[src/rtl/fm_mod_pkg.sv]
// Shared constants and FSM encoding for the stereo matrix sequencer.
package fm_mod_pkg;

  localparam int DEF_W          = 18;
  localparam int DEF_KW         = 4;
  localparam int DEF_PRE_SHIFT  = 3;
  localparam int DEF_POST_SHIFT = 5;

  typedef enum logic [1:0] {
    S_IDLE = 2'd0,
    S_MULT = 2'd1,
    S_DONE = 2'd2
  } state_t;

endpackage

[src/rtl/seq_mult_su.sv]
// Signed x unsigned shift-add multiplier, one gain bit per clock, LSB first.
// done is high during the cycle in which the final iteration is performed,
// so a controller can leave its multiply state on the same edge.
module seq_mult_su
  import fm_mod_pkg::*;
#(
  parameter int AW = DEF_W + 1 + DEF_PRE_SHIFT,
  parameter int BW = DEF_KW
)(
  input  logic                    clock,
  input  logic                    reset,
  input  logic                    start,
  input  logic signed [AW-1:0]    a,
  input  logic        [BW-1:0]    b,
  output logic signed [AW+BW-1:0] prod,
  output logic                    done
);

  localparam int PW = AW + BW;
  localparam int CW = $clog2(BW + 1);

  logic signed [PW-1:0] mcand;
  logic        [BW-1:0] mult;
  logic        [CW-1:0] cnt;

  assign done = (cnt == CW'(1));

  // Load operands on start, then accumulate the shifted multiplicand per gain bit.
  always_ff @(posedge clock) begin
    if (reset) begin
      mcand <= '0;
      mult  <= '0;
      cnt   <= '0;
      prod  <= '0;
    end else if (start) begin
      mcand <= PW'(a);
      mult  <= b;
      cnt   <= CW'(BW);
      prod  <= '0;
    end else if (cnt != '0) begin
      if (mult[0]) prod <= prod + mcand;
      mcand <= mcand <<< 1;
      mult  <= mult >> 1;
      cnt   <= cnt - CW'(1);
    end
  end

endmodule

[src/rtl/stereo_matrix_seq.sv]
// Stereo L+R / L-R matrix with sequential gain multiply.
// Optional feature: define STEREO_MATRIX_SAT_EN to clamp results to the
// W-bit signed range and report clipping on sat_flag; otherwise results
// wrap to the low W bits and sat_flag stays 0.
//
// state  | meaning
// IDLE   | ready for a new sample pair (in_ready=1)
// MULT   | KW shift-add iterations in both channel multipliers
// DONE   | register results, pulse out_valid, return to IDLE
module stereo_matrix_seq
  import fm_mod_pkg::*;
#(
  parameter int W          = DEF_W,
  parameter int KW         = DEF_KW,
  parameter int PRE_SHIFT  = DEF_PRE_SHIFT,
  parameter int POST_SHIFT = DEF_POST_SHIFT
)(
  input  logic                clock,
  input  logic                reset,
  input  logic signed [W-1:0] left,
  input  logic signed [W-1:0] right,
  input  logic        [KW-1:0] ks,
  input  logic        [KW-1:0] kd,
  input  logic                in_valid,
  output logic                in_ready,
  output logic signed [W-1:0] out_lpr,
  output logic signed [W-1:0] out_lmr,
  output logic                out_valid,
  output logic                sat_flag
);

  localparam int AW = W + 1 + PRE_SHIFT;
  localparam int PW = AW + KW;

  state_t               state;
  logic                 start;
  logic                 lpr_last;
  logic                 lmr_last_unused;
  logic signed [W:0]    lr_sum;
  logic signed [W:0]    lr_dif;
  logic signed [AW-1:0] sum_pre;
  logic signed [AW-1:0] dif_pre;
  logic signed [PW-1:0] lpr_prod;
  logic signed [PW-1:0] lmr_prod;
  logic signed [PW-1:0] lpr_sh;
  logic signed [PW-1:0] lmr_sh;
  logic        [W-1:0]  lpr_res;
  logic        [W-1:0]  lmr_res;
  logic                 sat_any;

  // Full-precision sum and difference, pre-scaled before the multiply.
  always_comb begin
    lr_sum  = {left[W-1], left} + {right[W-1], right};
    lr_dif  = {left[W-1], left} - {right[W-1], right};
    sum_pre = AW'(lr_sum) <<< PRE_SHIFT;
    dif_pre = AW'(lr_dif) <<< PRE_SHIFT;
  end

  assign start = (state == S_IDLE) && in_valid && !reset;

  seq_mult_su #(.AW(AW), .BW(KW)) u_mult_lpr (
    .clock (clock),
    .reset (reset),
    .start (start),
    .a     (sum_pre),
    .b     (ks),
    .prod  (lpr_prod),
    .done  (lpr_last)
  );

  seq_mult_su #(.AW(AW), .BW(KW)) u_mult_lmr (
    .clock (clock),
    .reset (reset),
    .start (start),
    .a     (dif_pre),
    .b     (kd),
    .prod  (lmr_prod),
    .done  (lmr_last_unused)
  );

`ifdef STEREO_MATRIX_SAT_EN
  logic lpr_ovf;
  logic lmr_ovf;

  // Floor-scale the products and clamp to the W-bit signed range.
  always_comb begin
    lpr_sh  = lpr_prod >>> POST_SHIFT;
    lmr_sh  = lmr_prod >>> POST_SHIFT;
    lpr_ovf = (lpr_sh[PW-1:W-1] != {(PW-W+1){lpr_sh[PW-1]}});
    lmr_ovf = (lmr_sh[PW-1:W-1] != {(PW-W+1){lmr_sh[PW-1]}});
    lpr_res = lpr_ovf ? {lpr_sh[PW-1], {(W-1){~lpr_sh[PW-1]}}} : lpr_sh[W-1:0];
    lmr_res = lmr_ovf ? {lmr_sh[PW-1], {(W-1){~lmr_sh[PW-1]}}} : lmr_sh[W-1:0];
    sat_any = lpr_ovf | lmr_ovf;
  end
`else
  logic unused_hi;

  // Floor-scale the products and keep the low W bits (two's-complement wrap).
  always_comb begin
    lpr_sh    = lpr_prod >>> POST_SHIFT;
    lmr_sh    = lmr_prod >>> POST_SHIFT;
    lpr_res   = lpr_sh[W-1:0];
    lmr_res   = lmr_sh[W-1:0];
    sat_any   = 1'b0;
    unused_hi = ^{lpr_sh[PW-1:W], lmr_sh[PW-1:W]};
  end
`endif

  // Sequencer with registered handshake and result outputs; reset aborts any operation.
  always_ff @(posedge clock) begin
    if (reset) begin
      state     <= S_IDLE;
      in_ready  <= 1'b1;
      out_valid <= 1'b0;
      out_lpr   <= '0;
      out_lmr   <= '0;
      sat_flag  <= 1'b0;
    end else begin
      out_valid <= 1'b0;
      case (state)
        S_IDLE: begin
          if (in_valid) begin
            state    <= S_MULT;
            in_ready <= 1'b0;
          end
        end
        S_MULT: begin
          if (lpr_last) state <= S_DONE;
        end
        S_DONE: begin
          out_lpr   <= lpr_res;
          out_lmr   <= lmr_res;
          sat_flag  <= sat_any;
          out_valid <= 1'b1;
          state     <= S_IDLE;
          in_ready  <= 1'b1;
        end
        default: begin
          state    <= S_IDLE;
          in_ready <= 1'b1;
        end
      endcase
    end
  end

endmodule

[config.mk]
export PLATFORM = sky130hd
export DESIGN_NAME = stereo_matrix_seq
export DESIGN_NICKNAME = d
export VERILOG_FILES = /design/src/rtl/fm_mod_pkg.sv /design/src/rtl/seq_mult_su.sv /design/src/rtl/stereo_matrix_seq.sv
export SDC_FILE = /design/constraint.sdc
export NUM_CORES = 1
export LEC_CHECK = 0
export ABC_AREA = 1
export ABC_CLOCK_PERIOD_IN_PS = 2800
export CAP_MARGIN = 20
export CORE_MARGIN = 2
export CORE_UTILIZATION = 60
export CTS_CLUSTER_SIZE = 14
export DETAILED_ROUTE_END_ITERATION = 12
export PLACE_DENSITY = 0.81
export SLEW_MARGIN = 5
export SYNTH_ARGS = -nofsm -noshare
export SYNTH_HDL_FRONTEND = slang
export SYNTH_HIERARCHICAL = 1
export SYNTH_SLANG_ARGS = --single-unit
[constraint.sdc]
create_clock -name clock -period 2.8 [get_ports clock]
set_input_delay 0.28 -clock clock [delete_from_list [all_inputs] [get_ports clock]]
set_output_delay 0.28 -clock clock [all_outputs]
set_load 0.005 [all_outputs]
==> results of run 1 <==
-- registers in the layout, indices dropped and copies added, names as in the netlist --
name and count:
out_valid 1, u_mult_lmr/prod 23, u_mult_lpr/mult 4, state 2, u_mult_lpr/mcand 23, u_mult_lmr/mcand 23, u_mult_lmr/cnt 3, in_ready 1
out_lpr 18, u_mult_lpr/cnt 3, u_mult_lpr/prod 23, out_lmr 18, u_mult_lmr/mult 4
-- worst paths after layout --
path | slack, ns | to | from
worst max-delay path | 0.51 | u_mult_lmr/prod[16] | u_mult_lmr/mcand[0]
worst min-delay path | 0.16 | in_ready | reset
worst max register to register | 0.51 | u_mult_lmr/prod[16] | u_mult_lmr/mcand[0]
worst min register to register | 0.45 | u_mult_lmr/cnt[0] | u_mult_lmr/cnt[0]
-- per-layer routing --
metal,track usage,wire length [um],up-vias
li1,-,-,5797
met2,0.4992,13320,375
met1,0.4306,14130,5067
met4,0.09144,608,0
met5,0,0,-
met3,0.03829,1890,41
-- cells in the final DEF, fill, tap and decap left out, types with 9 or more instances in the layout --
master and count:
sky130_fd_sc_hd__nand2_1 573, sky130_fd_sc_hd__inv_1 258, sky130_fd_sc_hd__nor2_1 179, sky130_fd_sc_hd__dfxtp_1 146, sky130_fd_sc_hd__nand3_1 129, sky130_fd_sc_hd__a21oi_1 111
sky130_fd_sc_hd__ha_1 87, sky130_fd_sc_hd__clkdlybuf4s50_1 83, sky130_fd_sc_hd__a31oi_1 45, sky130_fd_sc_hd__o21ai_0 41, sky130_fd_sc_hd__xor2_1 35, sky130_fd_sc_hd__nand2_2 21
sky130_fd_sc_hd__nor2_2 20, sky130_fd_sc_hd__inv_2 19, sky130_fd_sc_hd__clkbuf_16 17, sky130_fd_sc_hd__buf_4 14, sky130_fd_sc_hd__nand4_1 13, sky130_fd_sc_hd__o21bai_1 9
-- per-stage QoR --
stage	hold WS [ns]	power, mW
3_3_place_gp	0.4343	4.876
3_5_place_dp	0.4404	4.918
4_1_cts	0.1317	7.072
2_1_floorplan	0.3958	4.400
5_1_grt	0.1477	7.499
6_report	0.1587	7.081
-- cell type report --
| class | instances | area, um^2 |
|---|---|---|
| multi-input cells | 1327 | 6862 |
| repair buffers | 99 | 960.9 |
| clock inverters | 14 | 122.6 |
| fillers | 1678 | 5459 |
| well taps | 229 | 286.5 |
| inverters | 278 | 1044 |
| flip-flops and latches | 146 | 2923 |
| clock buffers | 18 | 429.2 |
-- power breakdown --
part	internal, mW	total [mW]	switching [mW]
clock	1.16	2.15	0.992
sequential	2.32	2.56	0.242
combinational	0.795	2.37	1.58
-- critical path, stage by stage, from the launching register on --
cell and delay (ns):
sky130_fd_sc_hd__dfxtp_1 0.36, sky130_fd_sc_hd__ha_1 0.24, sky130_fd_sc_hd__inv_1 0.07, sky130_fd_sc_hd__fa_1 0.41, sky130_fd_sc_hd__inv_1 0.14, sky130_fd_sc_hd__nand3_1 0.09
sky130_fd_sc_hd__nand3_1 0.20, sky130_fd_sc_hd__nand2_1 0.11, sky130_fd_sc_hd__a21oi_1 0.27, sky130_fd_sc_hd__nor2_1 0.07, sky130_fd_sc_hd__nand2_1 0.06, sky130_fd_sc_hd__nand3_1 0.07
sky130_fd_sc_hd__nand2_1 0.06, sky130_fd_sc_hd__inv_1 0.03
==> implementation parameters, run 1 <==
Parameter                              Value

Route
  Via density ... 5.343
  DRT antenna net count ... 0
  Number of detailed-routing iterations run before antenna repair ... 5
  DRC violation total after the first TritonRoute iteration ... slightly below 900
  # DRC ... 0
  Via count ... 11280
  Drt wl/cell ... 14.19 um
  Total detailed-routing wirelength ... between 20000 and 30000 um

Setup path
  Kind of end point of the critical path ... flip-flop
  Worst-case reg-to-reg path depth ... 13
  Crit path max fanout ... 4
  Required arrival time at the worst endpoint ... 3.13 ns
  Kind of critical path ... reg2reg
  Critical Path AT ... roughly 2.6 ns
  Setup crit start kind ... flip-flop

Clock network
  Num Clock Sinks ... about 150
  Clock input transition at the sequential cells of the worst setup and hold paths ... 0.07 ns
  Max clock buf depth ... 2
  Number of clock buffers inserted by TritonCTS ... 17
  Clock insertion delay at the later pin of the skew report ... approximately 0.43 ns
  Post-CTS setup buffer count ... 0
  Maximum level of the CTS H-tree ... 4
  CTS resizes ... 0
  Clock Root Buffer ... sky130_fd_sc_hd__clkbuf_16
  CTS tree ... done
  # hold bufs at CTS ... 0

STA
  Setup Total Neg Slack ... 0 ns
  Relative slew slack ... 0.5211
  Number of endpoints with negative hold slack in the final report ... 0
  Number of failing setup endpoints in the final timing report ... 0
  Min Tclk post-route ... 2.294 ns
  Setup ws final ... between 0.5 and 0.6 ns
  Unrepaired setup endpoints after global routing ... no
  Achievable frequency ... 435.9 MHz
  Final period utilization ... 0.8194
  Clock skew ... 0.01245 ns
  Tightest Pin Transition ... 0.7184 ns
  Final Max Tran Viols ... 0

Die
  Placeable core region ... 18090 um^2
  Starting density of the core ... 0.6161
  Number of primary I/O pins ... between 80 and 90
  Die footprint ... 19680 um^2
  Die W ... about 140 um
  Standard-cell rows ... a little under 50
  Overall die height ... approximately 140 um

Global routing
  Pin count of the biggest net entering global routing ... slightly above 50
  First-pass GRT wire length ... 49510 um
  Total grt overflow ... 0
  Total routing usage reported by global routing ... 0.3079
  Antenna violations before repair ... 0
  Vias in the first global route ... about 10000

Placement
  Post-Place Cells ... slightly above 2000
  Worst Setup Slack post-DPL ... around 0.2 ns
  Cell area after placement ... 12080 um^2
  Final RePlAce weighted congestion ... 0.9893
  Port bufs ... 84
  Estimated wirelength of the detail-placed design ... 23120 um

Worst hold path
  Number of cells on the worst hold path ... 3
  Classification of the worst-slack hold path ... in2reg

Status
  Result of the run ... completed

Layout
  Area Growth Syn to Fin ... 13.32%
  Final antenna diode count ... 0
  Non-Filler Instances ... 2111
  Share of final-layout standard cells stronger than drive strength 1 ... 0.06748
  End-of-flow core utilization ... 0.6982
  Post-route cell area ... approximately 13000 um^2
  Layout net count ... 2007

Yosys
  Cell count after synthesis ... 1806
  Number of warnings printed during yosys synthesis ... 6
  Synthesized cell area ... 11140 um^2
  Mean cell area of the mapped netlist ... 6.170 um^2

Pwr
  Power Density ... 560.8 nW/um^2
  Peak VDD IR ... 0.4380 mV
  Leakage power summed over all cells ... 6.251 nW

Job
  Max-cap viol count ... 0
Power figures use the tool's default switching activity.
==> run 2: changes to the inputs <==
--- a/config.mk
+++ b/config.mk
@@ -6,13 +6,13 @@
 export NUM_CORES = 1
 export LEC_CHECK = 0
 export ABC_AREA = 1
-export ABC_CLOCK_PERIOD_IN_PS = 2800
+export ABC_CLOCK_PERIOD_IN_PS = 1900
 export CAP_MARGIN = 20
 export CORE_MARGIN = 2
-export CORE_UTILIZATION = 60
+export CORE_UTILIZATION = 55
 export CTS_CLUSTER_SIZE = 14
 export DETAILED_ROUTE_END_ITERATION = 12
-export PLACE_DENSITY = 0.81
+export PLACE_DENSITY = 0.78
 export SLEW_MARGIN = 5
 export SYNTH_ARGS = -nofsm -noshare
 export SYNTH_HDL_FRONTEND = slang
==> constraint.sdc (replaced) <==
create_clock -name clock -period 1.9 [get_ports clock]
set_input_delay 0.19 -clock clock [delete_from_list [all_inputs] [get_ports clock]]
set_output_delay 0.19 -clock clock [all_outputs]
set_load 0.005 [all_outputs]
==> implementation parameters, run 2 (synthesized netlist as in run 1, its figures left out) <==
Parameter                              Value

Status
  Result of the run ... completed

Global routing
  Highest-utilization routing layer at the global route stage ... met2
  Pin count of the biggest net entering global routing ... 96
  Met1 usage ... 0.3914
  Vias in the first global route ... 10810
  Global routing met2 resource utilization ... 0.4892
  Antenna violations before repair ... 0
  Total routing usage reported by global routing ... 0.2891
  Total grt overflow ... 0
  Routing usage on met3 ... 0.03438
  First-pass GRT wire length ... 51160 um

Die
  Overall die height ... 146.3 um
  Die footprint ... approximately 21000 um^2
  Placeable core region ... 20040 um^2
  Die W ... 146.3 um
  Starting density of the core ... 0.5561
  Number of primary I/O pins ... 86
  Standard-cell rows ... 52

Clock network
  Max clock buf depth ... 2
  # hold bufs at CTS ... 0
  Maximum level of the CTS H-tree ... 4
  Clock insertion delay at the later pin of the skew report ... 0.43 ns
  CTS tree ... done
  Clock Root Buffer ... sky130_fd_sc_hd__clkbuf_16
  Num Clock Sinks ... 146
  Clock input transition at the sequential cells of the worst setup and hold paths ... ~0.07 ns
  Number of clock buffers inserted by TritonCTS ... 17

Layout
  Commonest non-fill, non-tap cells in the layout ... sky130_fd_sc_hd__nand2_1, sky130_fd_sc_hd__inv_1, sky130_fd_sc_hd__nor2_1
  Non-Filler Instances ... around 2300
  Area Growth Syn to Fin ... 28.14%
  Fill count ... roughly 1800
  Share of final-layout standard cells stronger than drive strength 1 ... 0.1885
  Leading cell type in the layout, fill and taps excluded ... sky130_fd_sc_hd__nand2_1
  Post-route cell area ... 14280 um^2
  Final antenna diode count ... 0
  Layout net count ... 2136

Placement
  Final RePlAce weighted congestion ... 0.9529
  Port bufs ... 84
  Post-Place Cells ... ~2200
  Estimated wirelength of the detail-placed design ... 24330 um
  Worst Setup Slack post-DPL ... -0.4693 ns
  Cell area after placement ... 13140 um^2

Pwr
  Leakage power summed over all cells ... roughly 7.0 nW
  Power Density ... slightly below 800 nW/um^2
  Peak VDD IR ... between 0.6 and 0.7 mV

Route
  Total detailed-routing wirelength ... 31840 um
  # DRC ... 0
  Via density ... 5.137
  Via count ... approximately 12000
  DRT antenna net count ... 0
  DRC violation total after the first TritonRoute iteration ... 805
  Drt wl/cell ... about 14 um
  Number of detailed-routing iterations run before antenna repair ... 8

Worst hold path
  Hold path startpoint ... reset
  Classification of the worst-slack hold path ... in2reg

STA
  Clock skew ... around 0.017 ns
  Unrepaired setup endpoints after global routing ... yes
  Setup ws final ... 0.08141 ns
  Final period utilization ... 0.9572
  Number of failing setup endpoints in the final timing report ... 0
  Setup Total Neg Slack ... 0 ns
  Relative slew slack ... 0.5760
  Number of endpoints with negative hold slack in the final report ... 0
  Tightest Pin Transition ... 0.6360 ns
  Min Tclk post-route ... 1.819 ns
  Achievable frequency ... 549.9 MHz
  Final Max Tran Viols ... 0

Setup path
  Crit path launch ... right[14]
  Kind of end point of the critical path ... flip-flop
  Kind of critical path ... in2reg
  Cells along the critical path ... clkdlybuf4s50_1 > inv_1 > ha_2 > nand2_1 > buf_4 > nor4_1 > nand2_1 > nand2_1 > nand2_1 > nand2_1 > nand2_1 > a31oi_1
  Critical Path AT ... 2.17 ns
  Reg-to-reg startpoint ... u_mult_lmr/mcand[16]
  Crit path max fanout ... 5
  Crit path largest cell delay ... 0.48 ns
  Top cell by count, worst path ... sky130_fd_sc_hd__nand2_1
  Required arrival time at the worst endpoint ... 2.26 ns
  Setup crit start kind ... input port
  Cell type of the slowest stage on the worst timing path ... sky130_fd_sc_hd__clkdlybuf4s50_1

Job
  Max-cap viol count ... 0
==> run 2: cell types whose count changed in the layout (fill, tap and decap cells not counted), moves of 15 or more <==
cell	delta
sky130_fd_sc_hd__ha_4	+18
sky130_fd_sc_hd__a21oi_1	-15
sky130_fd_sc_hd__ha_2	+15
sky130_fd_sc_hd__nand2_2	+18
sky130_fd_sc_hd__ha_1	-33
sky130_fd_sc_hd__nand2_1	-18
sky130_fd_sc_hd__buf_4	+123
==> run 2: power by group <==
part | switching (mW) | leakage [nW] | internal (mW)
clock network | 1.50 | 0.278 | 1.74
registers | 0.371 | 1.19 | 3.42
logic | 2.53 | 5.50 | 1.63
total | 4.39 | 6.97 | 6.78
==> run 2: final timing paths <==
kind	to	slack (ns)	cells past startpoint
worst max-delay path	u_mult_lmr/mcand[19]	0.08	12
worst min-delay path	in_ready	0.06	3
worst max register to register	u_mult_lmr/prod[20]	0.09	8
worst min register to register	u_mult_lmr/cnt[0]	0.45	1
==> run 2: layout make-up <==
class                   count  area [um^2]  share of cell area
well taps                 270        337.8             0.02366
inverters                 278         1046             0.07326
flip-flops and latches    146         2940              0.2059
multi-input cells        1328         7396              0.5180
clock buffers              17        425.4             0.02979
clock inverters            15        136.4            0.009551
repair buffers            227         1997              0.1399
==> run 2: metrics by stage <==
stage	util	total power, mW	hold slack (ns)
after detailed placement	0.6555	7.651	0.4419
after global routing	0.7125	11.84	0.08500
after floorplan	-	6.485	0.3058
after CTS	0.6846	10.89	0.04820
final	0.7125	11.18	0.06108
after global placement	0.6555	7.548	0.4343
==> run 2: metal layers <==
metal | vias up | share of wire | wire length (um)
met4 | 0 | 0.015 | 462
met5 | - | 0 | 0
li1 | 6047 | - | -
met2 | 365 | 0.47 | 15030
met3 | 31 | 0.056 | 1791
met1 | 5275 | 0.46 | 14560
==> run 2: critical path: cells and delay by family <==
kind,cells,cell delay [ns]
adders and majority gates,1,0.38
AOI/OAI and AO/OA,1,0.16
and+or+nand+nor,7,0.73
buffers and inverters,3,0.71
==> run 2: timing repair <==
item | in CTS | in global routing
setup buffers | 0 | 2
pin swaps | 1 | 21
gates cloned | 0 | 1
setup endpoints to repair | 8 | 50
resized for setup | 9 | 138
hold endpoints to repair | 0 | 0
